### config.mk
export PLATFORM = sky130hd
export DESIGN_NAME = vx_tensor_warp_sequencer_flat
export DESIGN_NICKNAME = d
export VERILOG_FILES = /design/src/rtl/vx_tensor_warp_sequencer_pkg.sv /design/src/rtl/vx_tensor_warp_sequencer_if.sv /design/src/rtl/vx_tensor_warp_sequencer_rr_arbiter.sv /design/src/rtl/vx_tensor_warp_sequencer.sv /design/src/flat_wrapper.sv
export SDC_FILE = /design/constraint.sdc
export NUM_CORES = 1
export LEC_CHECK = 0
export ABC_AREA = 0
export BUFFER_PORTS_ARGS = -buffer_cell sky130_fd_sc_hd__buf_2
export CAP_MARGIN = 10
export CORE_AREA = 2 2 134 136
export DETAILED_ROUTE_END_ITERATION = 10
export DIE_AREA = 0 0 136 138
export RECOVER_POWER = 50
export SETUP_SLACK_MARGIN = 0.1
export SLEW_MARGIN = 15
export SYNTH_ARGS = -nofsm -noshare
export SYNTH_HDL_FRONTEND = slang
export SYNTH_SLANG_ARGS = --single-unit
### constraint.sdc
create_clock -name clk -period 3.9 [get_ports clk]
set_input_delay 0.585 -clock clk [delete_from_list [all_inputs] [get_ports clk]]
set_output_delay 0.585 -clock clk [all_outputs]
set_load 0.03 [all_outputs]
### src/rtl/vx_tensor_warp_sequencer_pkg.sv
// Shared constants and types for the tensor-core warp sequencer: HMMA sequence
// geometry and the lock state encoding.
package vx_tensor_warp_sequencer_pkg;

    localparam int TC_NUM_STEPS      = 4;
    localparam int TC_BEATS_PER_STEP = 2;
    localparam int TC_BEATS_PER_SEQ  = TC_NUM_STEPS * TC_BEATS_PER_STEP;

    typedef enum logic {
        TC_SEQ_IDLE,
        TC_SEQ_LOCKED
    } tc_seq_state_e;

    // Step a beat must carry, given its position inside the locked sequence.
    function automatic logic [1:0] expected_step(input int unsigned beat);
        return 2'(beat / TC_BEATS_PER_STEP);
    endfunction

endpackage

### src/rtl/vx_tensor_warp_sequencer_if.sv
// Bundle of per-warp request beats and the single tensor-core execute port.
interface vx_tensor_warp_sequencer_if #(
    parameter int NUM_REQ = 4,
    parameter int DATAW   = 64
);
    localparam int WID_W = $clog2(NUM_REQ);

    logic [NUM_REQ-1:0]            req_valid;
    logic [NUM_REQ-1:0]            req_ready;
    logic [NUM_REQ-1:0][1:0]       req_step;
    logic [NUM_REQ-1:0][DATAW-1:0] req_data;

    logic             out_valid;
    logic             out_ready;
    logic [1:0]       out_step;
    logic [WID_W-1:0] out_wid;
    logic [DATAW-1:0] out_data;

    // master: warp dispatch buffers plus the tensor core; slave: the sequencer
    modport master (
        output req_valid, req_step, req_data, out_ready,
        input  req_ready, out_valid, out_step, out_wid, out_data
    );

    modport slave (
        input  req_valid, req_step, req_data, out_ready,
        output req_ready, out_valid, out_step, out_wid, out_data
    );

endinterface

### src/rtl/vx_tensor_warp_sequencer_rr_arbiter.sv
// Round-robin picker over warp valids; the rotating pointer lives here and only
// moves when the caller consumes a grant.
module vx_tensor_warp_sequencer_rr_arbiter #(
    parameter int NUM_REQ = 4
) (
    input  logic                       clk,
    input  logic                       reset,
    input  logic [NUM_REQ-1:0]         req,
    input  logic                       advance,
    output logic                       grant_valid,
    output logic [$clog2(NUM_REQ)-1:0] grant_idx
);
    localparam int IDX_W = $clog2(NUM_REQ);

    logic [IDX_W-1:0] ptr_q, ptr_d;
    logic [IDX_W-1:0] cand;

    // Scan from farthest to nearest so the requester closest to ptr_q wins.
    always_comb begin
        grant_valid = 1'b0;
        grant_idx   = '0;
        cand        = '0;
        for (int i = NUM_REQ - 1; i >= 0; i--) begin
            cand = IDX_W'((int'(ptr_q) + i) % NUM_REQ);
            if (req[cand]) begin
                grant_valid = 1'b1;
                grant_idx   = cand;
            end
        end
    end

    always_comb begin
        ptr_d = ptr_q;
        if (advance && grant_valid) begin
            ptr_d = (grant_idx == IDX_W'(NUM_REQ - 1)) ? '0 : grant_idx + 1'b1;
        end
    end

    always_ff @(posedge clk or negedge reset) begin
        if (!reset) begin
            ptr_q <= '0;
        end else begin
            ptr_q <= ptr_d;
        end
    end

endmodule

### src/rtl/vx_tensor_warp_sequencer.sv
// Shares one tensor-core execute port among warps, holding the port for a whole
// HMMA sequence so octet substep state never mixes between warps.
module vx_tensor_warp_sequencer
    import vx_tensor_warp_sequencer_pkg::*;
#(
    parameter int NUM_REQ       = 4,
    parameter int DATAW         = 64,
    parameter int BEATS_PER_SEQ = TC_BEATS_PER_SEQ
) (
    input  logic                         clk,
    input  logic                         reset,
    vx_tensor_warp_sequencer_if.slave    bus,
    output logic                         busy,
    output logic                         seq_done,
    output logic                         err_step
);
    localparam int WID_W = $clog2(NUM_REQ);
    localparam int CNT_W = $clog2(BEATS_PER_SEQ);

    tc_seq_state_e    state_q, state_d;
    logic [WID_W-1:0] owner_q, owner_d;
    logic [CNT_W-1:0] beat_cnt_q, beat_cnt_d;
    logic             seq_done_q, seq_done_d;
    logic             err_step_q, err_step_d;

    logic             grant_valid;
    logic [WID_W-1:0] grant_idx;
    logic             locked;
    logic             fire;

    assign locked = (state_q == TC_SEQ_LOCKED);
    assign fire   = locked && bus.req_valid[owner_q] && bus.out_ready;

    vx_tensor_warp_sequencer_rr_arbiter #(
        .NUM_REQ (NUM_REQ)
    ) u_arb (
        .clk         (clk),
        .reset       (reset),
        .req         (bus.req_valid),
        .advance     (!locked),
        .grant_valid (grant_valid),
        .grant_idx   (grant_idx)
    );

    always_ff @(posedge clk or negedge reset) begin
        if (!reset) begin
            state_q    <= TC_SEQ_IDLE;
            owner_q    <= '0;
            beat_cnt_q <= '0;
            seq_done_q <= 1'b0;
            err_step_q <= 1'b0;
        end else begin
            state_q    <= state_d;
            owner_q    <= owner_d;
            beat_cnt_q <= beat_cnt_d;
            seq_done_q <= seq_done_d;
            err_step_q <= err_step_d;
        end
    end

    always_comb begin
        state_d    = state_q;
        owner_d    = owner_q;
        beat_cnt_d = beat_cnt_q;
        seq_done_d = 1'b0;
        err_step_d = 1'b0;
        case (state_q)
            TC_SEQ_IDLE: begin
                if (grant_valid) begin
                    owner_d    = grant_idx;
                    beat_cnt_d = '0;
                    state_d    = TC_SEQ_LOCKED;
                end
            end
            TC_SEQ_LOCKED: begin
                // A mis-stepped beat is flagged but still forwarded and counted.
                if (fire) begin
                    beat_cnt_d = beat_cnt_q + 1'b1;
                    err_step_d = (bus.req_step[owner_q] != expected_step(32'(beat_cnt_q)));
                    if (beat_cnt_q == CNT_W'(BEATS_PER_SEQ - 1)) begin
                        beat_cnt_d = '0;
                        seq_done_d = 1'b1;
                        state_d    = TC_SEQ_IDLE;
                    end
                end
            end
            default: state_d = TC_SEQ_IDLE;
        endcase
    end

    always_comb begin
        busy          = 1'b0;
        bus.out_valid = 1'b0;
        bus.out_step  = '0;
        bus.out_wid   = '0;
        bus.out_data  = '0;
        if (locked) begin
            busy          = 1'b1;
            bus.out_valid = bus.req_valid[owner_q];
            bus.out_step  = bus.req_step[owner_q];
            bus.out_wid   = owner_q;
            bus.out_data  = bus.req_data[owner_q];
        end
    end

    // Only the owner ever sees ready; everyone else waits out the sequence.
    for (genvar gi = 0; gi < NUM_REQ; gi++) begin : g_ready
        assign bus.req_ready[gi] = locked && (owner_q == WID_W'(gi)) && bus.out_ready;
    end

    assign seq_done = seq_done_q;
    assign err_step = err_step_q;

endmodule

### src/flat_wrapper.sv
// flat-port wrapper written by rule: the top's interface ports become plain ports
module vx_tensor_warp_sequencer_flat import vx_tensor_warp_sequencer_pkg::*;
#(
    parameter int NUM_REQ       = 4,
    parameter int DATAW         = 64,
    parameter int BEATS_PER_SEQ = TC_BEATS_PER_SEQ
)
  (clk, reset, busy, seq_done, err_step, bus_req_valid, bus_req_step, bus_req_data, bus_out_ready, bus_req_ready, bus_out_valid, bus_out_step, bus_out_wid, bus_out_data);
  vx_tensor_warp_sequencer_if #(.NUM_REQ(NUM_REQ), .DATAW(DATAW)) bus_i ();
  input  logic clk;
  input  logic reset;
  output logic busy;
  output logic seq_done;
  output logic err_step;
  input wire logic [$bits(bus_i.req_valid)-1:0] bus_req_valid;
  input wire logic [$bits(bus_i.req_step)-1:0] bus_req_step;
  input wire logic [$bits(bus_i.req_data)-1:0] bus_req_data;
  input wire logic [$bits(bus_i.out_ready)-1:0] bus_out_ready;
  output wire logic [$bits(bus_i.req_ready)-1:0] bus_req_ready;
  output wire logic [$bits(bus_i.out_valid)-1:0] bus_out_valid;
  output wire logic [$bits(bus_i.out_step)-1:0] bus_out_step;
  output wire logic [$bits(bus_i.out_wid)-1:0] bus_out_wid;
  output wire logic [$bits(bus_i.out_data)-1:0] bus_out_data;
  assign bus_i.req_valid = bus_req_valid;
  assign bus_i.req_step = bus_req_step;
  assign bus_i.req_data = bus_req_data;
  assign bus_i.out_ready = bus_out_ready;
  assign bus_req_ready = bus_i.req_ready;
  assign bus_out_valid = bus_i.out_valid;
  assign bus_out_step = bus_i.out_step;
  assign bus_out_wid = bus_i.out_wid;
  assign bus_out_data = bus_i.out_data;
  vx_tensor_warp_sequencer #(.NUM_REQ(NUM_REQ), .DATAW(DATAW), .BEATS_PER_SEQ(BEATS_PER_SEQ)) u_core (.clk(clk), .reset(reset), .bus(bus_i), .busy(busy), .seq_done(seq_done), .err_step(err_step));
endmodule
-- Word level (Yosys, flattened, before mapping)
Cells that the tools add are included.
- input bits: 271
- output and inout bits: 76
- register bits: 10
- magnitude comparators: 5
- multiplexer cells: 41
- equal/unequal tests: 8
- reduce and logical (&&, ||, !) cells: 15
- bitwise operators: 1
- add/subtract/negate cells: 5
- operators by type and width (operator ; number):
    64-bit binary-select mux with 2-bit select ; 1
    64-bit two-way mux ; 2
    1-bit two-way mux ; 19
    2-bit two-way mux ; 8
    2-bit by 3-bit < comparator with 1-bit output, second input constant ; 5
    1-bit logical AND ; 11
    1-bit binary-select mux with 2-bit select ; 5
    3-bit two-way mux ; 3
    2-bit equality test, second input constant ; 3
    3-bit case mux with 2 select lines ; 1
    2-bit by 1-bit adder with 2-bit output, second input constant ; 2
    2-bit adder, second input constant ; 2
    2-bit binary-select mux with 2-bit select ; 1
    2-bit != test, second input constant ; 2
    2-bit AND reduction ; 2
    3-bit by 1-bit adder with 3-bit output, second input constant ; 1
    3-bit equality test, second input constant ; 1
    2-bit by 1-bit equality test with 1-bit output, second input constant ; 1
    2-bit zero test ; 1
    2-bit != test ; 1
    1-bit case mux with 2 select lines ; 1
    1-bit zero test ; 1
    1-bit inverter ; 1

-- Longest topological paths before layout
- depth after elaboration: 9
- depth in mapped cells: 6
- depth with buffers taken out: 5

-- Cells and area by module
From an unflattened synthesis, not the netlist that was laid out.
- cell total of the unflattened synthesis: 226
- area total of the unflattened synthesis: 2782.7 µm²
- modules (own cells, without submodules) (module ; area an instance (µm²) ; sequential area each (µm²) ; cells each ; instances):
    vx_tensor_warp_sequencer ; 2587.5 ; 200.2 ; 206 ; 1
    vx_tensor_warp_sequencer_rr_arbiter ; 195.2 ; 50.0 ; 20 ; 1

-- Least setup slack after synthesis
No wires, ideal clock.
- path type: reg2out
- from: reg u_core.state_q, in the netlist u_core.locked
- to: out bus_req_ready[0]
- setup slack: 1.677 ns
- stages on the path, launching flop included: 4
- arrival: 1.638 ns
- cells stage by stage: dfrtp_1 clkbuf_1 nand2_1 nor3_1
- word-level cells in the longest chain between the ends: 2
- ends and longest elaborated chain (item ; line ; text):
    from (decl) ; vx_tensor_warp_sequencer.sv:20 ; tc_seq_state_e state_q, state_d;
    from (signal assigned) ; vx_tensor_warp_sequencer.sv:53 ; state_q <= state_d;
    1-bit logical AND (2 in a row) ; vx_tensor_warp_sequencer.sv:108 ; assign bus.req_ready[gi] = locked && (owner_q == WID_W'(gi)) && bus.out_ready;
    to (decl) ; flat_wrapper.sv:19 ; output wire logic [$bits(bus_i.req_ready)-1:0] bus_req_ready;
Every way passes these cells.

-- Final worst setup path
- from: reg u_core.owner_q[1]
- to: out bus_out_data[22]
- word-level cells in the longest chain between the ends: 3
- ends and longest elaborated chain (item ; line ; text):
    from (decl) ; vx_tensor_warp_sequencer.sv:21 ; logic [WID_W-1:0] owner_q, owner_d;
    from (signal assigned) ; vx_tensor_warp_sequencer.sv:54 ; owner_q <= owner_d;
    64-bit binary-select mux with 2-bit select ; vx_tensor_warp_sequencer.sv:102 ; bus.out_data = bus.req_data[owner_q];
    64-bit two-way mux (not written as such) ; vx_tensor_warp_sequencer.sv:102 ;
    64-bit two-way mux ; vx_tensor_warp_sequencer.sv:97 ; if (locked) begin
    to (decl) ; flat_wrapper.sv:23 ; output wire logic [$bits(bus_i.out_data)-1:0] bus_out_data;
Every way passes these cells. The select of a mux whose other input is x is not followed.

==> qor.tcl <==
set qor(yosys.area_share.xor_xnor_pct) 0.985
set qor(worstHoldPathType) {in -> async}
set qor(synth_compound_gate_area_share_pct) 3.56
set qor(report.final.hold_viol_count) 0
set qor(grt_first_pass_wirelength_mm) 18.6
set qor(timing.final.crit_period_ns) 3.33
set qor(synth_top_family_by_area) {multiplexers}
set qor(via_count) 3339
set qor(sequentialPowerShare_pct) 10.2
set qor(cts_hold_buffers) 0
set qor(crit_type) {reg -> out}
set qor(avgRoutedWirePerCell_um) 16.3
set qor(grt_antenna_before_repair) 0
set qor(wl_mm) 12.6
set qor(crit-reg2reg-capture) {u_core.beat_cnt_q[0]$_DFFE_PN0P_}
set qor(postSynthNetCount) 492
set qor(cellPowerDensity_nw_per_um2) 681
set qor(max_stage_delay_ns) 1.41
set qor(critical_path_cell_by_cell) {buf_12 -> mux4_2 -> and2_1 -> clkbuf_1}
set qor(worstSetupEndpointType) {primary output}
set qor(post-dp-hpwl_mm) 10.8
set qor(drt_pre_antenna_iters) 4
set qor(grt_setup_unrepaired) {false}
set qor(syn_inst) 219
set qor(multiInputGateArea_sq_um) 2200
set qor(critPathTopFamily) {flip-flops}
set qor(drt_first_iter_violations) 231
set qor(number_of_storage_elements_in_the_synthesis_netlist) 10
set qor(core_area_sq_um) 17500
set qor(worst_voltage_drop_across_the_vdd_grid_v) 0.000361
set qor(fp-row-count) 49
set qor(cts_num_sinks) 10
set qor(timing.fmax_mhz) 301
set qor(cp_data_arrival_time_ns) 2.74
set qor(maxSlewHeadroom_pct) -7.55
set qor(cp-start-kind) {flip-flop}
set qor(synth.lib_cells_used.distinct) 27
set qor(place.detailed.instances) 772
set qor(area_delta_synth_final_pct) 71.7
set qor(pint_w) 0.00145
set qor(htree_levels) 1
set qor(insertion_delay_ns) 0.24
set qor(switching_share_pct) 53.5
set qor(critical_path_peak_fanout) 36
set qor(fp.dieArea_sq_um) 18800
set qor(postCtsSetupBuffers) 0
set qor(final_nets) 821
set qor(post_drt_via_cell_ratio) 4.30
set qor(fin_ws_ns) 0.573
set qor(grt_max_degree) 44
set qor(clock-root-buffer) {sky130_fd_sc_hd__clkbuf_16}
set qor(port-buffer-count) 346
set qor(synthArstFlopShare_pct) 100
set qor(top_level_ports) 347
set qor(grt_pass1_vias) 3373
set qor(globalRoute.totalOverflow) 0
set qor(post_placement_worst_setup_slack_ns) 1.15
set qor(netSwitchingPower_w) 0.00167
set qor(report.final.slew_viol_count) 36
set qor(power.share.clock_pct) 6.0
set qor(ys_seq_area_share_pct) 9.38
set qor(post_synth_fa_ha_maj_area_fraction_pct) 0.938
set qor(postRouteAntennaNets) 0
set qor(clk_pin_slew_worst_paths_ns) 0.04
set qor(worst-path-buf-inv) 2
set qor(die_height_um) 138
set qor(share_of_final_layout_standard_cells_stronger_than_drive_strength_1_pct) 72.4
set qor(postSynth.topFlopCell) {sky130_fd_sc_hd__dfrtp_1}
set qor(antenna-diode-count) 0
set qor(reg2reg_from) {u_core.owner_q[1]$_DFFE_PN0P_}
set qor(worst-slew-pin-transition_ns) 1.61
set qor(maximum_clock_insertion_buffer_count) 2
set qor(remaining_drc_errors) 0
set qor(layout_worst_path_cycle_share_pct) 85.3
set qor(max_cap_viol_count) 1
set qor(synth_edf_count) 0
set qor(gp_congestion) 0.799
set qor(cts.repair.resized) 0
set qor(power.leakage_nw) 2.15
set qor(final_cell_count_no_fill) 776
set qor(synth.area.mux_share_pct) 56.9
set qor(crit_required_ns) 3.31
set qor(fill_cells) 1922
set qor(initial_utilization_pct) 15.2
set qor(critPathSlowestCell) {sky130_fd_sc_hd__dfrtp_1}
set qor(failed_checks) {max-capacitance violations, max-slew violations}
set qor(setup.reg_to_reg.worst_slack_ns) 1.24
set qor(cts_made_buffers) 3
set qor(largest_clock_skew_in_the_final_design_ns) 0.00773
set qor(setup_viol) 0
set qor(result_of_the_run) {finished, violations left}
set qor(comb_power_share_pct) 83.8
set qor(synthesis.yosys.warnings) 0
set qor(area_share_of_and_or_nand_nor_cells_after_synthesis_pct) 20.7
set qor(final-seq-area_sq_um) 254
set qor(timing.reg2reg.worst_path_depth) 4
set qor(die_x_um) 136
set qor(syn_area_sq_um) 2670
set qor(postSynthAreaPerCell_sq_um) 12.2
set qor(timing.setup.tns_ns) 0
set qor(groute.usage.overall_pct) 12.4
set qor(tritoncts) {yes}
## layout by cell type (no fill, tap or decap)
cell	Yosys	final
sky130_fd_sc_hd__nand2_1	7	7
sky130_fd_sc_hd__o31ai_2	1	1
sky130_fd_sc_hd__nor3_1	2	2
sky130_fd_sc_hd__buf_4	1	1
sky130_fd_sc_hd__clkbuf_16	0	3
sky130_fd_sc_hd__nor2_1	6	6
sky130_fd_sc_hd__dfrtp_4	0	1
sky130_fd_sc_hd__o21ai_0	0	1
sky130_fd_sc_hd__or2_1	1	1
sky130_fd_sc_hd__mux4_2	67	67
sky130_fd_sc_hd__nor4_2	1	1
sky130_fd_sc_hd__inv_2	1	1
sky130_fd_sc_hd__a311oi_1	0	1
sky130_fd_sc_hd__inv_1	4	4
sky130_fd_sc_hd__mux2i_1	1	1
sky130_fd_sc_hd__ha_1	2	2
sky130_fd_sc_hd__clkbuf_1	9	28
sky130_fd_sc_hd__o21ai_1	5	4
sky130_fd_sc_hd__and2_1	68	68
sky130_fd_sc_hd__xnor2_1	3	3
sky130_fd_sc_hd__dfrtp_1	10	9
sky130_fd_sc_hd__a21oi_1	5	5
sky130_fd_sc_hd__nand2b_1	2	2
sky130_fd_sc_hd__nand3_1	4	5
sky130_fd_sc_hd__buf_12	1	2
sky130_fd_sc_hd__o2bb2a_1	1	1
sky130_fd_sc_hd__a21boi_0	0	1
sky130_fd_sc_hd__buf_2	6	319
## cells in the mapped netlist, types with 2 or more instances
cell	n	area share (%)
sky130_fd_sc_hd__nor2_1	6	0.84
sky130_fd_sc_hd__inv_1	4	0.56
sky130_fd_sc_hd__nand2_1	7	0.98
sky130_fd_sc_hd__mux4_2	67	57
sky130_fd_sc_hd__buf_2	6	1.1
sky130_fd_sc_hd__a21oi_1	5	0.94
sky130_fd_sc_hd__buf_6	8	3.4
sky130_fd_sc_hd__and2_1	68	16
sky130_fd_sc_hd__ha_1	2	0.94
sky130_fd_sc_hd__nor3_1	2	0.38
sky130_fd_sc_hd__xnor2_1	3	0.98
sky130_fd_sc_hd__clkbuf_1	9	1.3
sky130_fd_sc_hd__dfrtp_1	10	9.4
sky130_fd_sc_hd__o21ai_1	5	0.94
sky130_fd_sc_hd__nand2b_1	2	0.47
sky130_fd_sc_hd__nand3_1	4	0.75
## registers in the layout (all words and copies together), names as in the netlist
register,flops
u_core.err_step,1
u_core.beat_cnt_q,3
u_core.locked,1
u_core.u_arb.ptr_q,2
u_core.seq_done,1
u_core.owner_q,2
## how the worst max path moves through the flow
stage                                       start          endpoint  slack (ns)  cells after the start
global route        u_core.owner_q[1]$_DFFE_PN0P_  bus_out_data[13]        0.41                      4
CTS                 u_core.owner_q[0]$_DFFE_PN0P_  bus_out_data[45]        0.89                      4
global placement    u_core.owner_q[0]$_DFFE_PN0P_  bus_out_data[30]        1.18                      4
floorplan                 u_core.locked$_DFF_PN0_  bus_req_ready[0]        1.68                      3
detailed placement  u_core.owner_q[0]$_DFFE_PN0P_  bus_out_data[45]        1.15                      4
finish              u_core.owner_q[1]$_DFFE_PN0P_  bus_out_data[22]        0.57                      4
## routing by layer
layer / routed length, um / global-route usage, % / vias to the layer above / part of all wire [%]
met5: 0 / 0 / - / 0
met2: 6610 / 22.8 / 157 / 52
met3: 852 / 1.21 / 13 / 6.7
met4: 146 / 1.81 / 0 / 1.2
met1: 5020 / 16.0 / 1655 / 40
li1: - / - / 1514 / -
## area by class of cell
type                            count  share of cell area, %
Clock buffer                        4                   1.72
Inverter                            5                  0.410
Multi-Input combinational cell    179                   48.0
Sequential cell                    10                   5.54
Tap cell                          229                   6.25
Timing Repair Buffer              349                   38.1
## cells by family after synthesis
kind of cell    count (synthesis)
buf+inv                        30
xor+xnor                        3
flops                          10
compound gates                 14
mux                            68
simple gates                   92
fa+ha+maj                       2
## per-stage QoR
stage               cell area [sq um]  hold WS [ns]  util [%]  power [W]
finish                           4580         0.311      26.1    0.00312
detailed placement               4560         0.462      26.0    0.00299
floorplan                        2670         0.289         -    0.00235
CTS                              4640         0.206      26.5    0.00319
global placement                 4560         0.459      26.0    0.00296
global route                     4580         0.355      26.1    0.00333
## power by group through the flow
stage          Clock (W)  Sequential [W]  Combinational (W)
2_1_floorplan          0        0.000181            0.00217
3_3_place_gp           0        0.000325            0.00264
3_5_place_dp           0        0.000331            0.00266
4_1_cts         0.000190        0.000331            0.00267
5_1_grt         0.000194        0.000345            0.00279
6_report        0.000187        0.000319            0.00262
## worst register-to-register path, delay by kind of cell, from the launching register on
family / cells / cell delay, ns
multiplexers: 1 / 0.70
AO/OA/AOI/OAI: 1 / 0.07
flip-flops: 1 / 1.41
AND/OR/NAND/NOR: 2 / 0.38
Power figures use the tool's default switching activity.
